### src/rtl/alu_issue_unit_pkg.sv
// Shared types for the ALU issue path: opcode encoding and the queued command record.
package alu_issue_unit_pkg;

    typedef enum logic [2:0] {
        OP_NOT = 3'b000,
        OP_AND = 3'b001,
        OP_OR  = 3'b010,
        OP_XOR = 3'b011,
        OP_SHL = 3'b100,
        OP_SHR = 3'b101,
        OP_CUT = 3'b110,
        OP_ADD = 3'b111
    } alu_op_e;

    // 69-bit queued command: 3 + 32 + 32 + 1 + 1
    typedef struct packed {
        alu_op_e     op;
        logic [31:0] a;
        logic [31:0] b;
        logic        cin;
        logic        chain;
    } cmd_entry_t;

endpackage

### src/rtl/alu_issue_unit_if.sv
// Command, response and downstream-ALU signals of the issue unit.
interface alu_issue_unit_if;

    logic        cmd_valid;
    logic        cmd_ready;
    logic [2:0]  cmd_op;
    logic [31:0] cmd_a;
    logic [31:0] cmd_b;
    logic        cmd_cin;
    logic        cmd_chain;

    logic [2:0]  alu_opcode;
    logic [31:0] alu_a;
    logic [31:0] alu_b;
    logic        alu_cin;
    logic [31:0] alu_result;
    logic        alu_cout;

    logic        rsp_valid;
    logic        rsp_ready;
    logic [31:0] rsp_result;
    logic        rsp_cout;

    modport slave (
        input  cmd_valid, cmd_op, cmd_a, cmd_b, cmd_cin, cmd_chain,
        output cmd_ready,
        output alu_opcode, alu_a, alu_b, alu_cin,
        input  alu_result, alu_cout,
        output rsp_valid, rsp_result, rsp_cout,
        input  rsp_ready
    );

    modport master (
        output cmd_valid, cmd_op, cmd_a, cmd_b, cmd_cin, cmd_chain,
        input  cmd_ready,
        input  alu_opcode, alu_a, alu_b, alu_cin,
        output alu_result, alu_cout,
        input  rsp_valid, rsp_result, rsp_cout,
        output rsp_ready
    );

endinterface

### src/rtl/alu_cmd_fifo.sv
// DEPTH-entry synchronous command FIFO with occupancy count; head is read combinationally.
module alu_cmd_fifo
    import alu_issue_unit_pkg::*;
#(
    parameter int unsigned DEPTH = 4
) (
    input  logic                     clk,
    input  logic                     rst,
    input  logic                     push,
    input  cmd_entry_t               wdata,
    input  logic                     pop,
    output cmd_entry_t               rdata,
    output logic [$clog2(DEPTH):0]   count,
    output logic                     full,
    output logic                     empty
);

    localparam int unsigned AW = $clog2(DEPTH);
    localparam int unsigned CW = AW + 1;

    cmd_entry_t      mem [DEPTH];
    logic [AW-1:0]   wr_ptr;
    logic [AW-1:0]   rd_ptr;
    logic            do_push;
    logic            do_pop;

    always_comb begin
        full    = (count == CW'(DEPTH));
        empty   = (count == '0);
        do_push = push && !full;
        do_pop  = pop && !empty;
        rdata   = mem[rd_ptr];
    end

    // Power-of-two depth lets the pointers wrap by natural overflow.
    always_ff @(posedge clk) begin
        if (rst) begin
            wr_ptr <= '0;
            rd_ptr <= '0;
            count  <= '0;
        end else begin
            if (do_push) wr_ptr <= wr_ptr + AW'(1);
            if (do_pop)  rd_ptr <= rd_ptr + AW'(1);
            case ({do_push, do_pop})
                2'b10:   count <= count + CW'(1);
                2'b01:   count <= count - CW'(1);
                default: count <= count;
            endcase
        end
    end

    always_ff @(posedge clk) begin
        if (!rst && do_push) mem[wr_ptr] <= wdata;
    end

endmodule

### src/rtl/alu_issue_unit.sv
// Queues ALU commands, presents the head to an external ALU and registers its result.
module alu_issue_unit
    import alu_issue_unit_pkg::*;
#(
    parameter int unsigned DEPTH = 4
) (
    input  logic                     clk,
    input  logic                     rst,
    alu_issue_unit_if.slave          bus,
    output logic                     carry_flag,
    output logic [$clog2(DEPTH):0]   fifo_count
);

    cmd_entry_t push_entry;
    cmd_entry_t head;
    logic       fifo_full;
    logic       fifo_empty;
    logic       head_ok;
    logic       issue;

    assign push_entry = '{op:    alu_op_e'(bus.cmd_op),
                          a:     bus.cmd_a,
                          b:     bus.cmd_b,
                          cin:   bus.cmd_cin,
                          chain: bus.cmd_chain};

    alu_cmd_fifo #(.DEPTH(DEPTH)) u_fifo (
        .clk   (clk),
        .rst   (rst),
        .push  (bus.cmd_valid && bus.cmd_ready),
        .wdata (push_entry),
        .pop   (issue),
        .rdata (head),
        .count (fifo_count),
        .full  (fifo_full),
        .empty (fifo_empty)
    );

    // Reset forces the idle view immediately, before the clearing edge lands.
    always_comb begin
        bus.cmd_ready  = rst || !fifo_full;
        head_ok        = !fifo_empty && !rst;
        issue          = head_ok && (!bus.rsp_valid || bus.rsp_ready);
        bus.alu_opcode = '0;
        bus.alu_a      = '0;
        bus.alu_b      = '0;
        bus.alu_cin    = 1'b0;
        if (head_ok) begin
            bus.alu_opcode = head.op;
            bus.alu_a      = head.a;
            bus.alu_b      = head.b;
            bus.alu_cin    = head.chain ? carry_flag : head.cin;
        end
    end

    always_ff @(posedge clk) begin
        if (rst) begin
            bus.rsp_valid  <= 1'b0;
            bus.rsp_result <= '0;
            bus.rsp_cout   <= 1'b0;
            carry_flag     <= 1'b0;
        end else if (issue) begin
            bus.rsp_valid  <= 1'b1;
            bus.rsp_result <= bus.alu_result;
            bus.rsp_cout   <= bus.alu_cout;
            if (head.op == OP_ADD) carry_flag <= bus.alu_cout;
        end else if (bus.rsp_ready) begin
            bus.rsp_valid  <= 1'b0;
        end
    end

endmodule

### src/flat_wrapper.sv
// flat-port wrapper written by rule: the top's interface ports become plain ports
module alu_issue_unit_flat import alu_issue_unit_pkg::*;
#(
    parameter int unsigned DEPTH = 4
)
  (clk, rst, carry_flag, fifo_count, bus_cmd_valid, bus_cmd_op, bus_cmd_a, bus_cmd_b, bus_cmd_cin, bus_cmd_chain, bus_cmd_ready, bus_alu_opcode, bus_alu_a, bus_alu_b, bus_alu_cin, bus_alu_result, bus_alu_cout, bus_rsp_valid, bus_rsp_result, bus_rsp_cout, bus_rsp_ready);
  alu_issue_unit_if bus_i ();
  input  logic clk;
  input  logic rst;
  output logic carry_flag;
  output logic [$clog2(DEPTH):0] fifo_count;
  input wire logic [$bits(bus_i.cmd_valid)-1:0] bus_cmd_valid;
  input wire logic [$bits(bus_i.cmd_op)-1:0] bus_cmd_op;
  input wire logic [$bits(bus_i.cmd_a)-1:0] bus_cmd_a;
  input wire logic [$bits(bus_i.cmd_b)-1:0] bus_cmd_b;
  input wire logic [$bits(bus_i.cmd_cin)-1:0] bus_cmd_cin;
  input wire logic [$bits(bus_i.cmd_chain)-1:0] bus_cmd_chain;
  output wire logic [$bits(bus_i.cmd_ready)-1:0] bus_cmd_ready;
  output wire logic [$bits(bus_i.alu_opcode)-1:0] bus_alu_opcode;
  output wire logic [$bits(bus_i.alu_a)-1:0] bus_alu_a;
  output wire logic [$bits(bus_i.alu_b)-1:0] bus_alu_b;
  output wire logic [$bits(bus_i.alu_cin)-1:0] bus_alu_cin;
  input wire logic [$bits(bus_i.alu_result)-1:0] bus_alu_result;
  input wire logic [$bits(bus_i.alu_cout)-1:0] bus_alu_cout;
  output wire logic [$bits(bus_i.rsp_valid)-1:0] bus_rsp_valid;
  output wire logic [$bits(bus_i.rsp_result)-1:0] bus_rsp_result;
  output wire logic [$bits(bus_i.rsp_cout)-1:0] bus_rsp_cout;
  input wire logic [$bits(bus_i.rsp_ready)-1:0] bus_rsp_ready;
  assign bus_i.cmd_valid = bus_cmd_valid;
  assign bus_i.cmd_op = bus_cmd_op;
  assign bus_i.cmd_a = bus_cmd_a;
  assign bus_i.cmd_b = bus_cmd_b;
  assign bus_i.cmd_cin = bus_cmd_cin;
  assign bus_i.cmd_chain = bus_cmd_chain;
  assign bus_cmd_ready = bus_i.cmd_ready;
  assign bus_alu_opcode = bus_i.alu_opcode;
  assign bus_alu_a = bus_i.alu_a;
  assign bus_alu_b = bus_i.alu_b;
  assign bus_alu_cin = bus_i.alu_cin;
  assign bus_i.alu_result = bus_alu_result;
  assign bus_i.alu_cout = bus_alu_cout;
  assign bus_rsp_valid = bus_i.rsp_valid;
  assign bus_rsp_result = bus_i.rsp_result;
  assign bus_rsp_cout = bus_i.rsp_cout;
  assign bus_i.rsp_ready = bus_rsp_ready;
  alu_issue_unit #(.DEPTH(DEPTH)) u_core (.clk(clk), .rst(rst), .bus(bus_i), .carry_flag(carry_flag), .fifo_count(fifo_count));
endmodule
### config.mk
export PLATFORM = sky130hd
export DESIGN_NAME = alu_issue_unit_flat
export DESIGN_NICKNAME = d
export VERILOG_FILES = /design/src/rtl/alu_issue_unit_pkg.sv /design/src/rtl/alu_issue_unit_if.sv /design/src/rtl/alu_cmd_fifo.sv /design/src/rtl/alu_issue_unit.sv /design/src/flat_wrapper.sv
export SDC_FILE = /design/constraint.sdc
export NUM_CORES = 1
export LEC_CHECK = 0
export CAP_MARGIN = 20
export CELL_PAD_IN_SITES_DETAIL_PLACEMENT = 1
export CELL_PAD_IN_SITES_GLOBAL_PLACEMENT = 1
export CORE_ASPECT_RATIO = 1.25
export CORE_MARGIN = 8
export CORE_UTILIZATION = 45
export DETAILED_ROUTE_END_ITERATION = 16
export GPL_ROUTABILITY_DRIVEN = 0
export GPL_TIMING_DRIVEN = 0
export PLACE_DENSITY = 0.8
export SLEW_MARGIN = 20
export SYNTH_ARGS = -nofsm -noshare
export SYNTH_HDL_FRONTEND = slang
export SYNTH_SLANG_ARGS = --single-unit
### constraint.sdc
create_clock -name clk -period 3.9 [get_ports clk]
set_clock_uncertainty 0.1 [all_clocks]
set_input_delay 0.585 -clock clk [delete_from_list [all_inputs] [get_ports clk]]
set_output_delay 0.585 -clock clk [all_outputs]
set_load 0.05 [all_outputs]
==> flow_summary.yaml <==
drt:
  drtIter0Drc: 293
  dr_total_vias: 6791
  drt-wirelength-per-cell_um: 23.8
  route.antenna.remaining_nets: 0
  post-route-drc-count: 0
  drt_first_pass_iters: 4
  vias_per_cell: 5.35
  routed_wl_um: 30100
synthesis:
  syn_inst: 649
  synthMostInstantiatedCell: "sky130_fd_sc_hd__edfxtp_1"
  synth_top_area_cell: "sky130_fd_sc_hd__edfxtp_1"
  postSynthAreaPerCell_sq_um: 18.7
  syn-num-nets: 761
  synth_enable_flop_cells: 276
  synth_cell_types: 28
  postSynth.asyncResetShare_pct: 0
  netlist_top_cells_area: "sky130_fd_sc_hd__edfxtp_1 (68%), sky130_fd_sc_hd__mux4_2 (13%), sky130_fd_sc_hd__dfxtp_1 (7.3%)"
  yosys_warnings: 0
  synth.yosys.seq_area_share_pct: 75.6
  synth_top_flop_cell: "sky130_fd_sc_hd__edfxtp_1"
  synth_area_sq_um: 12100
  ys_ff_latch: 320
  netlist.area_leader.share_pct: 68.4
  synthTopCellsByCount: "sky130_fd_sc_hd__edfxtp_1 (276), sky130_fd_sc_hd__mux4_2 (69), sky130_fd_sc_hd__nand2_1 (69)"
min_path:
  worst_hold_path_cells: 2
  worstHoldPathType: "flip-flop to flip-flop"
pwr:
  power.density_nw_per_um2: 727
  report.power.total_mw: 11.6
  vdd_ir_drop_max_mv: 0.483
  p_leak_nw: 5.89
timing:
  hold_slack_ps: 357
  worst_slew_pin_slew_ps: 677
  layout_worst_path_cycle_share_pct: 97.0
  setup_repair_after_global_routing_missed_its_margin: "false"
  setup_violations: 0
  maxSlewHeadroom_pct: 54.9
  min_period_ps: 3780
  maxClockFrequency_mhz: 264
  worst_slack_ps: 117
  final_max_slew_viol_count: 0
  timing_hold_violations_final: 0
cts:
  cts_h_tree_depth: 1
  cell_at_the_root_of_the_clock_tree: "sky130_fd_sc_hd__clkbuf_16"
  postCtsHoldBufs: 0
  clkSlewWorstSetupHoldPaths_ps: 60
  cts_tree: "done"
  clkLatencyLatePin_ps: 560
  cts_max_path_buffers: 3
  cts-buffers-inserted: 31
  cts_num_sinks: 320
  post_cts_buffers: 0
flow_run:
  maxCapViolations: 0
worst_setup_path:
  critPathRequiredTime_ps: 3210
  cp-startpoint: "rst"
  worst-r2r-setup-slack_ps: 1030
  r2r_cells: 11
  start_kind: "primary input"
  cp-end-kind: "output pin"
  crit_path_end: "bus_cmd_ready"
  timing.rr.start: "u_core.u_fifo.count[0]"
  critPathKind: "primary input to output pin"
  crit_fanout: 10
  worst-endpoint-arrival_ps: 3100
  worstReg2RegEnd: "u_core.u_fifo.count[2]"
placed_design:
  place.detailed.instances: 1210
  dp_slack_ps: -425
  hpwlAfterDp_um: 20100
  place.port_buffers: 212
status:
  run_status: "finished clean"
cells_and_area:
  layoutNonFillerInstCount: 1269
  areaGrowthSynthToFinish_pct: 31.5
  finish.net_count: 1010
  layout_cells_sized_above_1_pct: 16.4
floorplanning:
  io-pin-count: 213
  num_rows: 67
  die_area_sq_um: 32500
  die_h_um: 199
  std_cell_core_area_sq_um: 26700
  initial_core_util_pct: 45.5
  die_x_um: 163
global_route:
  grt_use_total_pct: 18.1
  grt_pass1_wl_um: 44700
  antenna_violations_before_repair: 2
  grt_max_degree: 46
  globalRoute.totalOverflow: 0
  first_global_vias: 7615
[final cells by class]
cell class	count	area [sq um]
Antenna cell	1	2.50
Buffer	42	220
Clock buffer	33	783
Clock inverter	25	333
Fill cell	2388	10700
Inverter	9	33.8
Multi-Input combinational cell	278	2710
Sequential cell	320	9170
Tap cell	345	432
Timing Repair Buffer	216	2260
[placed cells by master, fill, tap and decap left out, types with 3 or more instances in the layout]
cell type and count:
sky130_fd_sc_hd__or3_1 3, sky130_fd_sc_hd__bufinv_16 8, sky130_fd_sc_hd__and3_1 67, sky130_fd_sc_hd__inv_1 8, sky130_fd_sc_hd__buf_2 15, sky130_fd_sc_hd__clkinv_1 5
sky130_fd_sc_hd__clkbuf_16 31, sky130_fd_sc_hd__nand2_1 69, sky130_fd_sc_hd__a21oi_1 3, sky130_fd_sc_hd__clkbuf_1 23, sky130_fd_sc_hd__clkbuf_2 3, sky130_fd_sc_hd__ha_1 5
sky130_fd_sc_hd__mux4_2 69, sky130_fd_sc_hd__mux2i_1 3, sky130_fd_sc_hd__buf_16 4, sky130_fd_sc_hd__dlymetal6s2s_1 17, sky130_fd_sc_hd__dlygate4sd2_1 12, sky130_fd_sc_hd__edfxtp_1 276
sky130_fd_sc_hd__clkinv_2 8, sky130_fd_sc_hd__clkdlybuf4s50_1 182, sky130_fd_sc_hd__nand3_1 33, sky130_fd_sc_hd__and2_4 4, sky130_fd_sc_hd__nor2_1 9, sky130_fd_sc_hd__dfxtp_1 44
[power breakdown]
part	switching (mW)	leakage (nW)	internal, mW	total, mW
registers	0.145	2.87	4.07	4.22
logic	2.61	2.48	1.51	4.12
clock network	1.27	0.549	1.98	3.25
total	4.02	5.89	7.57	11.6
[layer usage]
layer / up-vias / track usage (%) / wire length (um)
li1: 3051 / - / -
met1: 3487 / 20.1 / 11600
met2: 211 / 33.8 / 16000
met3: 40 / 3.81 / 1840
met4: 2 / 5.79 / 700
met5: - / 0 / 13
[flip-flops by register name, summed over array words and instances (netlist names), named ones only]
register	cells
u_core.bus.rsp_cout	1
u_core.u_fifo.mem	276
u_core.bus.rsp_result	32
u_core.u_fifo.wr_ptr	2
u_core.u_fifo.rd_ptr	2
u_core.bus.rsp_valid	1
u_core.u_fifo.count	3
u_core.carry_flag	1
[worst min path at each step]
stage               slack (ps)                      start                   endpoint
floorplan                  360    u_core.u_fifo.rd_ptr[1]                  flip-flop
global placement           340   u_core.bus.rsp_result[8]   u_core.bus.rsp_result[8]
detailed placement         350  u_core.bus.rsp_result[11]  u_core.bus.rsp_result[11]
CTS                        360  u_core.bus.rsp_result[14]  u_core.bus.rsp_result[14]
global route               380   u_core.bus.rsp_result[0]   u_core.bus.rsp_result[0]
finish                     360  u_core.bus.rsp_result[23]  u_core.bus.rsp_result[23]
[kinds of logic (layout without fill, tap and decap cells)]
group	count (synthesis)	after routing	synth area share [%]
AOI/OAI and AO/OA	7	7	0.341
and+or+nand+nor	189	189	7.90
adders and majority gates	6	6	0.681
xor gates and xnor gates	4	4	0.289
other	0	1	0
buffers and inverters	51	325	2.07
muxes	72	72	13.1
DFF	320	320	75.6
[critical path: stages]
cell and delay (ps):
sky130_fd_sc_hd__clkdlybuf4s50_1 420, sky130_fd_sc_hd__inv_1 350, sky130_fd_sc_hd__clkbuf_2 380, sky130_fd_sc_hd__clkbuf_1 440, sky130_fd_sc_hd__nand4_1 150, sky130_fd_sc_hd__clkdlybuf4s50_1 760
[metrics by stage]
step	utilization, %	TNS (ps)	cell area (sq um)
after global routing	59.8	0	15900
final	59.8	0	15900
after global placement	55.0	-304100	14700
after CTS	59.6	0	15900
after floorplan	-	0	12100
after detailed placement	55.5	-4890	14800
[what timing repair did]
item,4_1_cts,5_1_grt
cloned,0,0
endpoints found under the setup margin,31,18
gates resized for setup,14,20
Note: power is estimated with default switching activity, not from simulation.
